**src/rtl/fetch_controller.sv**
```systemverilog
// Instruction fetch controller: PC sequencing, branch redirect with one
// bubble, stall hold, and end-of-program halt.
module fetch_controller #(
  parameter int                ADDR_W     = 22,
  parameter int                DATA_W     = 22,
  parameter logic [ADDR_W-1:0] RESET_PC   = '0,
  parameter int                PROG_WORDS = 101
) (
  input  logic              clk,
  input  logic              rst_n,
  input  logic              start,
  input  logic              stall,
  input  logic              branch_taken,
  input  logic [ADDR_W-1:0] branch_target,
  output logic [ADDR_W-1:0] imem_addr,
  input  logic [DATA_W-1:0] imem_rd,
  output logic [DATA_W-1:0] instr,
  output logic [ADDR_W-1:0] instr_pc,
  output logic              instr_valid,
  output logic              done,
  output logic              misalign_err,
  output logic [15:0]       fetch_count
);

  typedef enum logic [1:0] {
    IDLE  = 2'd0,
    FETCH = 2'd1,
    FLUSH = 2'd2,
    DONE  = 2'd3
  } state_t;

  localparam logic [ADDR_W-1:0] LIM = ADDR_W'(PROG_WORDS);

  state_t            state_q;
  state_t            state_d;
  logic [ADDR_W-1:0] pc_q;
  logic              in_range;
  logic              take_br;
  logic              issue;

  assign in_range = {2'b00, pc_q[ADDR_W-1:2]} < LIM;

  always_ff @(posedge clk or negedge rst_n) begin
    if (!rst_n) state_q <= IDLE;
    else        state_q <= state_d;
  end

  // FLUSH without stall issues the redirect target directly,
  // so a branch costs exactly one bubble.
  always_comb begin
    state_d = state_q;
    take_br = 1'b0;
    issue   = 1'b0;
    unique case (state_q)
      IDLE: begin
        if (start) state_d = FETCH;
      end
      FETCH, FLUSH: begin
        if (branch_taken) begin
          take_br = 1'b1;
          state_d = FLUSH;
        end else if (!stall) begin
          if (in_range) begin
            issue   = 1'b1;
            state_d = FETCH;
          end else begin
            state_d = DONE;
          end
        end
      end
      DONE: begin
        state_d = DONE;
      end
      default: state_d = IDLE;
    endcase
  end

  always_ff @(posedge clk or negedge rst_n) begin
    if (!rst_n) begin
      pc_q         <= RESET_PC;
      instr        <= '0;
      instr_pc     <= '0;
      instr_valid  <= 1'b0;
      misalign_err <= 1'b0;
      fetch_count  <= '0;
    end else if (take_br) begin
      pc_q        <= {branch_target[ADDR_W-1:2], 2'b00};
      instr_valid <= 1'b0;
      if (branch_target[1:0] != 2'b00) misalign_err <= 1'b1;
    end else if (issue) begin
      instr       <= imem_rd;
      instr_pc    <= pc_q;
      instr_valid <= 1'b1;
      pc_q        <= pc_q + ADDR_W'(4);
      if (fetch_count != 16'hFFFF) fetch_count <= fetch_count + 16'd1;
    end else if (state_d == DONE) begin
      instr_valid <= 1'b0;
    end
  end

  assign imem_addr = pc_q;
  assign done      = (state_q == DONE);

endmodule

```
**config.mk**
```make
export PLATFORM = sky130hd
export DESIGN_NAME = fetch_controller
export DESIGN_NICKNAME = d
export VERILOG_FILES = /design/src/rtl/fetch_controller.sv
export SDC_FILE = /design/constraint.sdc
export NUM_CORES = 1
export LEC_CHECK = 0
export BUFFER_PORTS_ARGS = -buffer_cell sky130_fd_sc_hd__buf_4
export CORE_MARGIN = 2
export CORE_UTILIZATION = 53
export CTS_BUF_LIST = sky130_fd_sc_hd__clkbuf_16
export DETAILED_ROUTE_END_ITERATION = 8
export PLACE_DENSITY = 0.9
export SLEW_MARGIN = 20
export SYNTH_ARGS = -nofsm -noshare
export SYNTH_HDL_FRONTEND = slang
export SYNTH_SLANG_ARGS = --single-unit
```
**constraint.sdc**
```tcl
create_clock -name clk -period 4 [get_ports clk]
set_input_delay 0.8 -clock clk [delete_from_list [all_inputs] [get_ports clk]]
set_output_delay 0.8 -clock clk [all_outputs]
set_load 0.03 [all_outputs]
```
==> impl_metrics.py, run 1 <==
metrics = {
    "timing": {
        "rsz0062_at_grt": "no",
        "maxSlewViolCount": 0,
        "setup_viol": 0,
        "final_hold_viol_count": 0,
        "maxSlewHeadroom": 0.512,
        "fin_skew_ps": 11.4,
        "final.setup.tns_ps": 0,
        "period_minus_slack_ps": 2700,
        "worst_pin_slew_ps": 733,
        "max_freq_mhz": 370,
        "fin_crit_sh": 0.676,
    },
    "logic_synthesis": {
        "synth_area_sq_um": 3550,
        "synth_top_area_frac": 0.579,
        "synth_common_cells": "nand2_1 (98), dfrtp_1 (82), mux2_2 (17)",
        "synth_edf_count": 0,
        "syn_avg_cell_area_sq_um": 10.5,
        "ys_async_sr_fraction": 1.00,
        "synthCells": 338,
        "yosys.area.top_type": "dfrtp_1",
        "synth_warnings": 0,
        "synth_ff_type": "dfrtp_1",
        "ys_seq_area_frac": 0.579,
        "synthTopCellsByArea": "dfrtp_1 (58%), nand2_1 (10%), mux2_2 (5.4%)",
        "synth.most_common_cell": "nand2_1",
        "ys_seq_elements": 82,
        "ys_types": 43,
    },
    "clocking": {
        "postCtsSetupRepairBufs": 0,
        "clock-sinks": 82,
        "clkTransAtPathRegs_ps": 60,
        "ctsResizeCount": 0,
        "cts_buffers": 9,
        "cts-htree-levels": 3,
        "cts-root-buf": "clkbuf_16",
        "cts_tree": "built",
        "cts_buffer_depth": 2,
        "clk_latency_ps": 330,
        "ctsHoldBuffers": 0,
    },
    "die": {
        "start_util": 0.552,
        "coreArea_sq_um": 6420,
        "die_w_microns": 85.8,
        "die_area_sq_um": 7360,
        "die_height_microns": 85.8,
        "num_io_pins": 134,
        "fp-row-count": 29,
    },
    "cells_and_area": {
        "drive_gt1_frac": 0.366,
        "multi_input_area_sq_um": 1390,
        "fill_cells": 434,
        "num-nets-final": 519,
        "diodes": 0,
        "regArea_sq_um": 2050,
        "syn_to_final_growth_pct": 36.7,
        "post-route-util": 0.755,
    },
    "worst_setup_path": {
        "rr_endpoint": "fetch_count[14]$_DFFE_PN0P_",
        "worstPathRequired_ps": 4210,
        "cp.arrival_ps": 2920,
        "crit_path_max_fanout": 53,
        "startpoint_type": "register",
        "endpoint": "fetch_count[14]$_DFFE_PN0P_",
        "criticalPathCategory": "reg2reg",
        "reg2reg_depth": 7,
        "worstReg2RegStart": "imem_addr[2]$_DFFE_PN0P_",
        "end_kind": "register",
        "crit_start": "imem_addr[2]$_DFFE_PN0P_",
        "rrSetupSlack_ps": 1300,
    },
    "pwr": {
        "power-per-cell-area_nw_per_um2": 593,
        "vdd_ir_drop_max_mv": 0.584,
        "p_leak_nw": 2.49,
    },
    "global_route": {
        "gr-total-overflow": 0,
        "grt_max_degree": 83,
        "antenna_found_initial": 0,
        "first_global_vias": 2846,
        "track_usage": 0.233,
        "grt_pass1_wl_microns": 13400,
    },
    "detailed_routing": {
        "final_antenna_net_count": 0,
        "wl_per_cell_microns": 15.1,
        "wirelength_microns": 8280,
        "drc": 9,
        "drtIter0Drc": 142,
        "routed_via_density": 5.29,
        "via_count": 2894,
        "drt_first_pass_iters": 7,
    },
    "place": {
        "gp_congestion": 0.900,
        "hpwl_microns": 5880,
        "io_buffer_count": 129,
    },
    "outcome": {
        "violations": "DRC",
        "status": "finished, violations left",
    },
    "min_path": {
        "hold_path.class": "reg2reg",
        "hold_path_depth": 2,
    },
    "job": {
        "maxCapViolations": 0,
    },
}
==> critical path, cell delays in order (launching register included) <==
cell	delay, ps
dfrtp_1	440
inv_1	130
ha_1	160
nor2b_1	40
o311a_1	390
or4_4	710
nor3_1	320
mux2_2	360
==> per-layer routing <==
| layer | vias up | track usage | routed length [microns] | share of wire |
|---|---|---|---|---|
| met5 | - | 0 | 0 | 0 |
| met2 | 104 | 0.386 | 4240 | 0.51 |
| met4 | 0 | 0.0880 | 133 | 0.016 |
| met3 | 12 | 0.0587 | 502 | 0.061 |
| met1 | 1395 | 0.297 | 3400 | 0.41 |
| li1 | 1383 | - | - | - |
==> placed cells by master, fill, tap and decap left out, types with 2 or more instances in the layout <==
cell type	n
dfrtp_1	82
xnor2_1	10
nor4_2	6
clkbuf_16	9
nor2_1	15
o21ai_0	2
bufinv_16	2
nor3_1	6
clkinv_1	3
xor2_1	4
nand2_1	98
a21oi_1	5
mux2_2	17
and2_1	14
nand4_1	6
nand2b_1	2
buf_4	129
nand3_1	11
ha_1	5
nor4_1	6
o21ai_1	2
conb_1	4
inv_1	6
and3b_1	2
a31oi_1	2
nor3b_1	2
==> how the worst min path moves through the flow <==
stage,from,to
final,instr[16]$_DFFE_PN0P_,instr[16]$_DFFE_PN0P_
after global placement,instr[12]$_DFFE_PN0P_,instr[12]$_DFFE_PN0P_
after floorplan,rst_n,fetch_count[0]$_DFFE_PN0P_
after global routing,instr[7]$_DFFE_PN0P_,instr[7]$_DFFE_PN0P_
after detailed placement,instr[16]$_DFFE_PN0P_,instr[16]$_DFFE_PN0P_
after CTS,instr[16]$_DFFE_PN0P_,instr[16]$_DFFE_PN0P_
==> flip-flops by register name, indices dropped and copies added, names as in the netlist <==
register / count
instr: 22
state_q: 2
imem_addr: 20
fetch_count: 16
instr_valid: 1
misalign_err: 1
instr_pc: 20
==> through the flow <==
stage               area, sq um  setup WS (ps)  power (mW)  hold slack (ps)  instances
finish                     4850           1300        2.88              463        547
global route               4850           1130        3.00              490        547
CTS                        4840           1290        2.88              469        547
detailed placement         4540           1180        2.03              457        531
global placement           4540           1290        2.00              452        531
floorplan                  3560           1590        1.68              504        341
==> logic make-up after synthesis <==
| group | count (synthesis) | share of synthesized area |
|---|---|---|
| mux | 17 | 0.0540 |
| other cells | 1 | 0.00106 |
| simple gates | 178 | 0.246 |
| flops | 82 | 0.579 |
| buf+inv | 23 | 0.0346 |
| fa+ha+maj | 5 | 0.0176 |
| xor+xnor | 14 | 0.0346 |
| compound gates | 18 | 0.0335 |
==> power breakdown <==
part | internal, mW | switching (mW) | leakage (nW) | total, mW
Combinational | 0.376 | 0.553 | 1.27 | 0.930
Clock | 0.538 | 0.306 | 0.148 | 0.844
Sequential | 0.962 | 0.140 | 1.08 | 1.10
Total | 1.88 | 0.999 | 2.49 | 2.88
==> area by class of cell <==
class,instances,share of cell area
Sequential cell,82,0.423
Multi-Input combinational cell,236,0.286
Timing Repair Buffer,130,0.202
Clock buffer,9,0.0465
Tap cell,77,0.0199
Clock inverter,7,0.0173
Inverter,6,0.00465
(Power assumes the default switching activity.)
==> run 2: changes to the inputs <==
CORE_UTILIZATION = 49   (was 53)
PLACE_DENSITY = 0.85   (was 0.9)
clock period = 2.5 ns   (was 4 ns; I/O delays follow)
==> impl_metrics.py, run 2 (synthesis gave the netlist of run 1 again) <==
metrics = {
    "outcome": {
        "status": "complete, no violations",
    },
    "pwr": {
        "p_leak_nw": 2.54,
        "total_power_mw": 4.61,
        "power-per-cell-area_nw_per_um2": 935,
        "vdd_ir_drop_max_mv": 0.726,
    },
    "timing": {
        "setup_viol": 0,
        "fin_skew_ps": 11.2,
        "worst_pin_slew_ps": 783,
        "maxSlewHeadroom": 0.478,
        "final.setup.tns_ps": 0,
        "rsz0062_at_grt": "no",
        "final_hold_viol_count": 0,
        "fin_crit_sh": 0.948,
        "period_minus_slack_ps": 2370,
        "whs_ps": 167,
        "maxSlewViolCount": 0,
        "max_freq_mhz": 422,
        "setup_slack_ps": 130,
    },
    "die": {
        "coreArea_sq_um": 7140,
        "die_height_microns": 89.1,
        "die_w_microns": 89.1,
        "die_area_sq_um": 7930,
        "num_io_pins": 134,
        "fp-row-count": 31,
        "start_util": 0.497,
    },
    "clocking": {
        "postCtsSetupRepairBufs": 0,
        "cts-htree-levels": 3,
        "cts_buffer_depth": 2,
        "clk_latency_ps": 330,
        "clkTransAtPathRegs_ps": 60,
        "cts_tree": "built",
        "cts-root-buf": "clkbuf_16",
        "cts_buffers": 9,
        "clock-sinks": 82,
        "ctsResizeCount": 0,
        "ctsHoldBuffers": 0,
    },
    "cells_and_area": {
        "post-route-util": 0.691,
        "final_cells": 577,
        "drive_gt1_frac": 0.379,
        "final_common_cell": "buf_4",
        "largest_reg_flops": 22,
        "syn_to_final_growth_pct": 39.1,
        "final_area_sq_um": 4930,
        "final_cell_mix": "buf_4 (138), nand2_1 (98), dfrtp_1 (82), mux2_2 (17), nor2_1 (15)",
        "diodes": 0,
        "num-nets-final": 527,
        "regMostFlops": "instr",
    },
    "detailed_routing": {
        "via_count": 2877,
        "drc": 0,
        "drtIter0Drc": 110,
        "final_antenna_net_count": 0,
        "wirelength_microns": 8340,
        "wl_per_cell_microns": 14.5,
        "routed_via_density": 4.99,
        "drt_first_pass_iters": 6,
    },
    "place": {
        "gp_congestion": 0.900,
        "hpwl_microns": 6050,
        "dp_cells": 561,
        "dpl_cell_area_sq_um": 4620,
        "io_buffer_count": 129,
        "dp_slack_ps": 129,
    },
    "min_path": {
        "hold_path.class": "in2async",
    },
    "worst_setup_path": {
        "startpoint_type": "register",
        "cp.arrival_ps": 2580,
        "reg2reg_depth": 7,
        "end_kind": "register",
        "rrSetupSlack_ps": 130,
        "worstPathRequired_ps": 2710,
        "criticalPathCategory": "reg2reg",
        "crit_path_max_fanout": 13,
        "rr_endpoint": "fetch_count[15]$_DFFE_PN0P_",
        "worstReg2RegStart": "imem_addr[3]$_DFFE_PN0P_",
    },
    "global_route": {
        "first_global_vias": 2771,
        "antenna_found_initial": 0,
        "gr-total-overflow": 0,
        "grt_max_degree": 50,
        "grt_pass1_wl_microns": 13000,
        "track_usage": 0.217,
    },
    "job": {
        "maxCapViolations": 0,
    },
}
-- run 2: cell count changes in the layout (fill, tap and decap cells not counted) --
cell	delta
buf_4	+9
buf_6	-1
clkinv_1	-2
clkinv_2	+1
inv_1	+1
-- run 2: per-layer routing --
metal / vias up / global-route usage / wire length (microns) / part of all wire
met2: 98 / 0.359 / 4220 / 0.51
li1: 1394 / - / - / -
met3: 12 / 0.0480 / 476 / 0.057
met5: - / 0 / 0 / 0
met4: 0 / 0.104 / 160 / 0.019
met1: 1373 / 0.270 / 3490 / 0.42
-- run 2: cell type report --
cell class | instances | area, sq um
clock buffer | 9 | 225
clock inverter | 7 | 85.1
fill | 564 | 2200
inverter | 6 | 22.5
multi-input combinational | 236 | 1390
sequential | 82 | 2050
tap | 99 | 124
timing repair buffer | 138 | 1040
-- run 2: worst max-delay path, cell delays in order, from the launching register on --
cell and delay [ps]:
dfrtp_1 430, inv_1 130, ha_1 170, nor2b_1 50, o311a_1 300, or4_4 550
nor3_1 270, mux2_2 360
-- run 2: how the worst max path moves through the flow --
stage,startpoint,slack [ps],endpoint
floorplan,imem_addr[2]$_DFFE_PN0P_,90,fetch_count[15]$_DFFE_PN0P_
global placement,state_q[0]$_DFF_PN0_,250,fetch_count[15]$_DFFE_PN0P_
detailed placement,imem_addr[3]$_DFFE_PN0P_,130,fetch_count[15]$_DFFE_PN0P_
CTS,imem_addr[3]$_DFFE_PN0P_,120,fetch_count[15]$_DFFE_PN0P_
global route,imem_addr[3]$_DFFE_PN0P_,20,fetch_count[15]$_DFFE_PN0P_
finish,imem_addr[3]$_DFFE_PN0P_,130,fetch_count[15]$_DFFE_PN0P_
-- run 2: report_power, final --
part           internal (mW)  total, mW  switching [mW]
clock network          0.863       1.35           0.486
logic                  0.626       1.52           0.894
registers               1.54       1.74           0.206
total                   3.03       4.61            1.59
==> run 3: changes to the inputs <==
ABC_AREA = 1   (was not set)
CORE_UTILIZATION = 50   (was 49)
==> impl_metrics.py, run 3 <==
metrics = {
    "min_path": {
        "hold_path.class": "in2async",
    },
    "worst_setup_path": {
        "criticalPathCategory": "reg2reg",
        "slowest_delay_ps": 430,
        "worstPathRequired_ps": 2770,
        "critPathTopFamily": "buffers and inverters",
        "endpoint": "instr_pc[8]$_DFFE_PN0P_",
        "crit_path_max_fanout": 23,
        "worstPathCellList": "inv_1 -> ha_1 -> inv_1 -> nand2_1 -> nand2_1 -> nand2_1 -> nand3_2 -> inv_2 -> nand2_4 -> inv_4 -> buf_4 -> o21ai_0 -> inv_1",
        "slowest_stage": "dfrtp_1",
        "end_kind": "register",
        "crit_start": "imem_addr[3]$_DFFE_PN0P_",
        "rr_endpoint": "instr_pc[8]$_DFFE_PN0P_",
        "cp.depth": 13,
        "worstReg2RegStart": "imem_addr[3]$_DFFE_PN0P_",
        "reg2reg_depth": 13,
        "cp.arrival_ps": 2350,
        "critPathBufInv": 6,
        "startpoint_type": "register",
        "rrSetupSlack_ps": 420,
    },
    "die": {
        "num_io_pins": 134,
        "die_height_microns": 91.2,
        "start_util": 0.521,
        "fp-row-count": 31,
        "die_area_sq_um": 8320,
        "die_w_microns": 91.2,
        "coreArea_sq_um": 7290,
    },
    "pwr": {
        "power-per-cell-area_nw_per_um2": 884,
        "pwr-share-comb": 0.351,
        "switchingPower_mw": 1.76,
        "p_clk_frac": 0.268,
        "intPower_mw": 2.78,
        "switching_share": 0.387,
        "vdd_ir_drop_max_mv": 0.813,
        "seqPwrFrac": 0.381,
        "p_leak_nw": 2.85,
    },
    "detailed_routing": {
        "via_count": 3363,
        "wirelength_microns": 9080,
        "drtIter0Drc": 154,
        "drt_first_pass_iters": 5,
        "wl_per_cell_microns": 13.1,
        "drc": 0,
        "routed_via_density": 4.87,
        "final_antenna_net_count": 0,
    },
    "cells_and_area": {
        "num-nets-final": 641,
        "final_cells": 691,
        "syn_to_final_growth_pct": 35.1,
        "final_common_cell": "nand2_1",
        "regArea_sq_um": 2050,
        "drive_gt1_frac": 0.279,
        "diodes": 0,
        "largest_reg_flops": 22,
        "post-route-util": 0.704,
        "multi_input_area_sq_um": 1460,
        "final_cell_mix": "nand2_1 (169), buf_4 (132), dfrtp_1 (82), inv_1 (50), nor2_1 (38)",
        "regMostFlops": "instr",
        "fill_cells": 589,
    },
    "clocking": {
        "postCtsSetupRepairBufs": 0,
        "cts_tree": "built",
        "cts_buffer_depth": 2,
        "clk_latency_ps": 330,
        "clkTransAtPathRegs_ps": 60,
        "ctsHoldBuffers": 0,
        "ctsResizeCount": 0,
        "cts-root-buf": "clkbuf_16",
        "clock-sinks": 82,
        "cts-htree-levels": 3,
        "cts_buffers": 9,
    },
    "logic_synthesis": {
        "synth_common_cells": "nand2_1 (169), dfrtp_1 (82), inv_1 (50)",
        "synth.most_common_cell": "nand2_1",
        "synth_area_sq_um": 3800,
        "yosys.area.top_type": "dfrtp_1",
        "ys_types": 33,
        "synth_top_area_frac": 0.540,
        "syn_avg_cell_area_sq_um": 8.36,
        "ys_async_sr_fraction": 1.00,
        "ys_seq_area_frac": 0.540,
        "synth_edf_count": 0,
        "synthTopCellsByArea": "dfrtp_1 (54%), nand2_1 (17%), inv_1 (4.9%)",
        "synth_warnings": 0,
        "synthCells": 455,
        "ys_seq_elements": 82,
        "synth_ff_type": "dfrtp_1",
    },
    "place": {
        "hpwl_microns": 6640,
        "dp_slack_ps": 434,
        "io_buffer_count": 129,
        "gp_congestion": 0.879,
        "dp_cells": 675,
    },
    "timing": {
        "setup_slack_ps": 421,
        "final_hold_viol_count": 0,
        "maxSlewHeadroom": 0.567,
        "period_minus_slack_ps": 2080,
        "whs_ps": 196,
        "fin_skew_ps": 6.23,
        "final.setup.tns_ps": 0,
        "setup_viol": 0,
        "maxSlewViolCount": 0,
        "rsz0062_at_grt": "no",
        "worst_pin_slew_ps": 650,
        "fin_crit_sh": 0.832,
        "max_freq_mhz": 481,
    },
    "global_route": {
        "grt_pass1_wl_microns": 15200,
        "antenna_found_initial": 0,
        "grt_max_degree": 50,
        "track_usage": 0.228,
        "gr-total-overflow": 0,
        "first_global_vias": 3229,
    },
    "outcome": {
        "status": "complete, no violations",
    },
    "job": {
        "maxCapViolations": 0,
    },
}
## run 3: cell types whose count changed after synthesis, sizes merged, moves of 3 or more
cell    previous run  this run
xor2               4         8
inv                6        54
xnor2             10         3
clkbuf             6         2
nor3b              3         0
nor4              12         0
nor2              16        41
nand2             99       171
nand3             11        26
mux2              17         0
o21ai              4        17
and2              14         0
nor3               6        10
mux2i              0         7
## run 3: how the worst min path moves through the flow
stage / start / to / slack [ps] / depth (start not counted)
after floorplan: rst_n / fetch_count[0]$_DFFE_PN0P_ / 200 / 0
after global placement: instr[4]$_DFFE_PN0P_ / instr[4]$_DFFE_PN0P_ / 460 / 2
after detailed placement: instr[17]$_DFFE_PN0P_ / instr[17]$_DFFE_PN0P_ / 470 / 2
after CTS: rst_n / fetch_count[2]$_DFFE_PN0P_ / 220 / 1
after global routing: rst_n / fetch_count[1]$_DFFE_PN0P_ / 240 / 1
final: rst_n / fetch_count[2]$_DFFE_PN0P_ / 200 / 1
## run 3: logic make-up (layout without fill, tap and decap cells)
kind of cell	count (synthesis)	in the layout	synth area share
buffers and inverters	69	203	0.0783
adders and majority gates	5	5	0.0165
muxes	7	7	0.0184
and+or+nand+nor	254	254	0.282
other	1	4	0.000986
AOI/OAI and AO/OA	26	26	0.0388
xor gates and xnor gates	11	11	0.0253
DFF	82	82	0.540
## run 3: area by class of cell
type,count,share of cell area
Clock inverter,7,0.0107
Inverter,54,0.0400
Timing Repair Buffer,133,0.197
Multi-Input combinational cell,307,0.285
Clock buffer,9,0.0438
Tap cell,99,0.0241
Sequential cell,82,0.400
## run 3: power groups by stage
stage	Clock (mW)	Combinational (mW)	Sequential, mW
after floorplan	0	0.664	2.08
after global placement	0	1.55	1.73
after detailed placement	0	1.59	1.74
after CTS	1.24	1.61	1.72
after global routing	1.30	1.74	1.76
final	1.22	1.59	1.73
## run 3: per-stage QoR
stage | cell area [sq um] | power [mW]
after detailed placement | 4860 | 3.34
after floorplan | 3810 | 2.74
after CTS | 5140 | 4.57
after global routing | 5140 | 4.80
final | 5140 | 4.54
after global placement | 4860 | 3.28
## run 3: worst reg2reg max path: cells and delay by family (launching register included)
kind	cells	cell delay, ps
buf+inv	6	860
simple gates	5	450
flops	1	430
fa+ha+maj	1	140
compound gates	1	130
## run 3: layer usage
| layer | share of wire | wire (microns) | GRT usage |
|---|---|---|---|
| met5 | 0 | 0 | 0 |
| met4 | 0.012 | 110 | 0.0846 |
| met3 | 0.078 | 708 | 0.0539 |
| met2 | 0.47 | 4250 | 0.351 |
| met1 | 0.44 | 4010 | 0.316 |
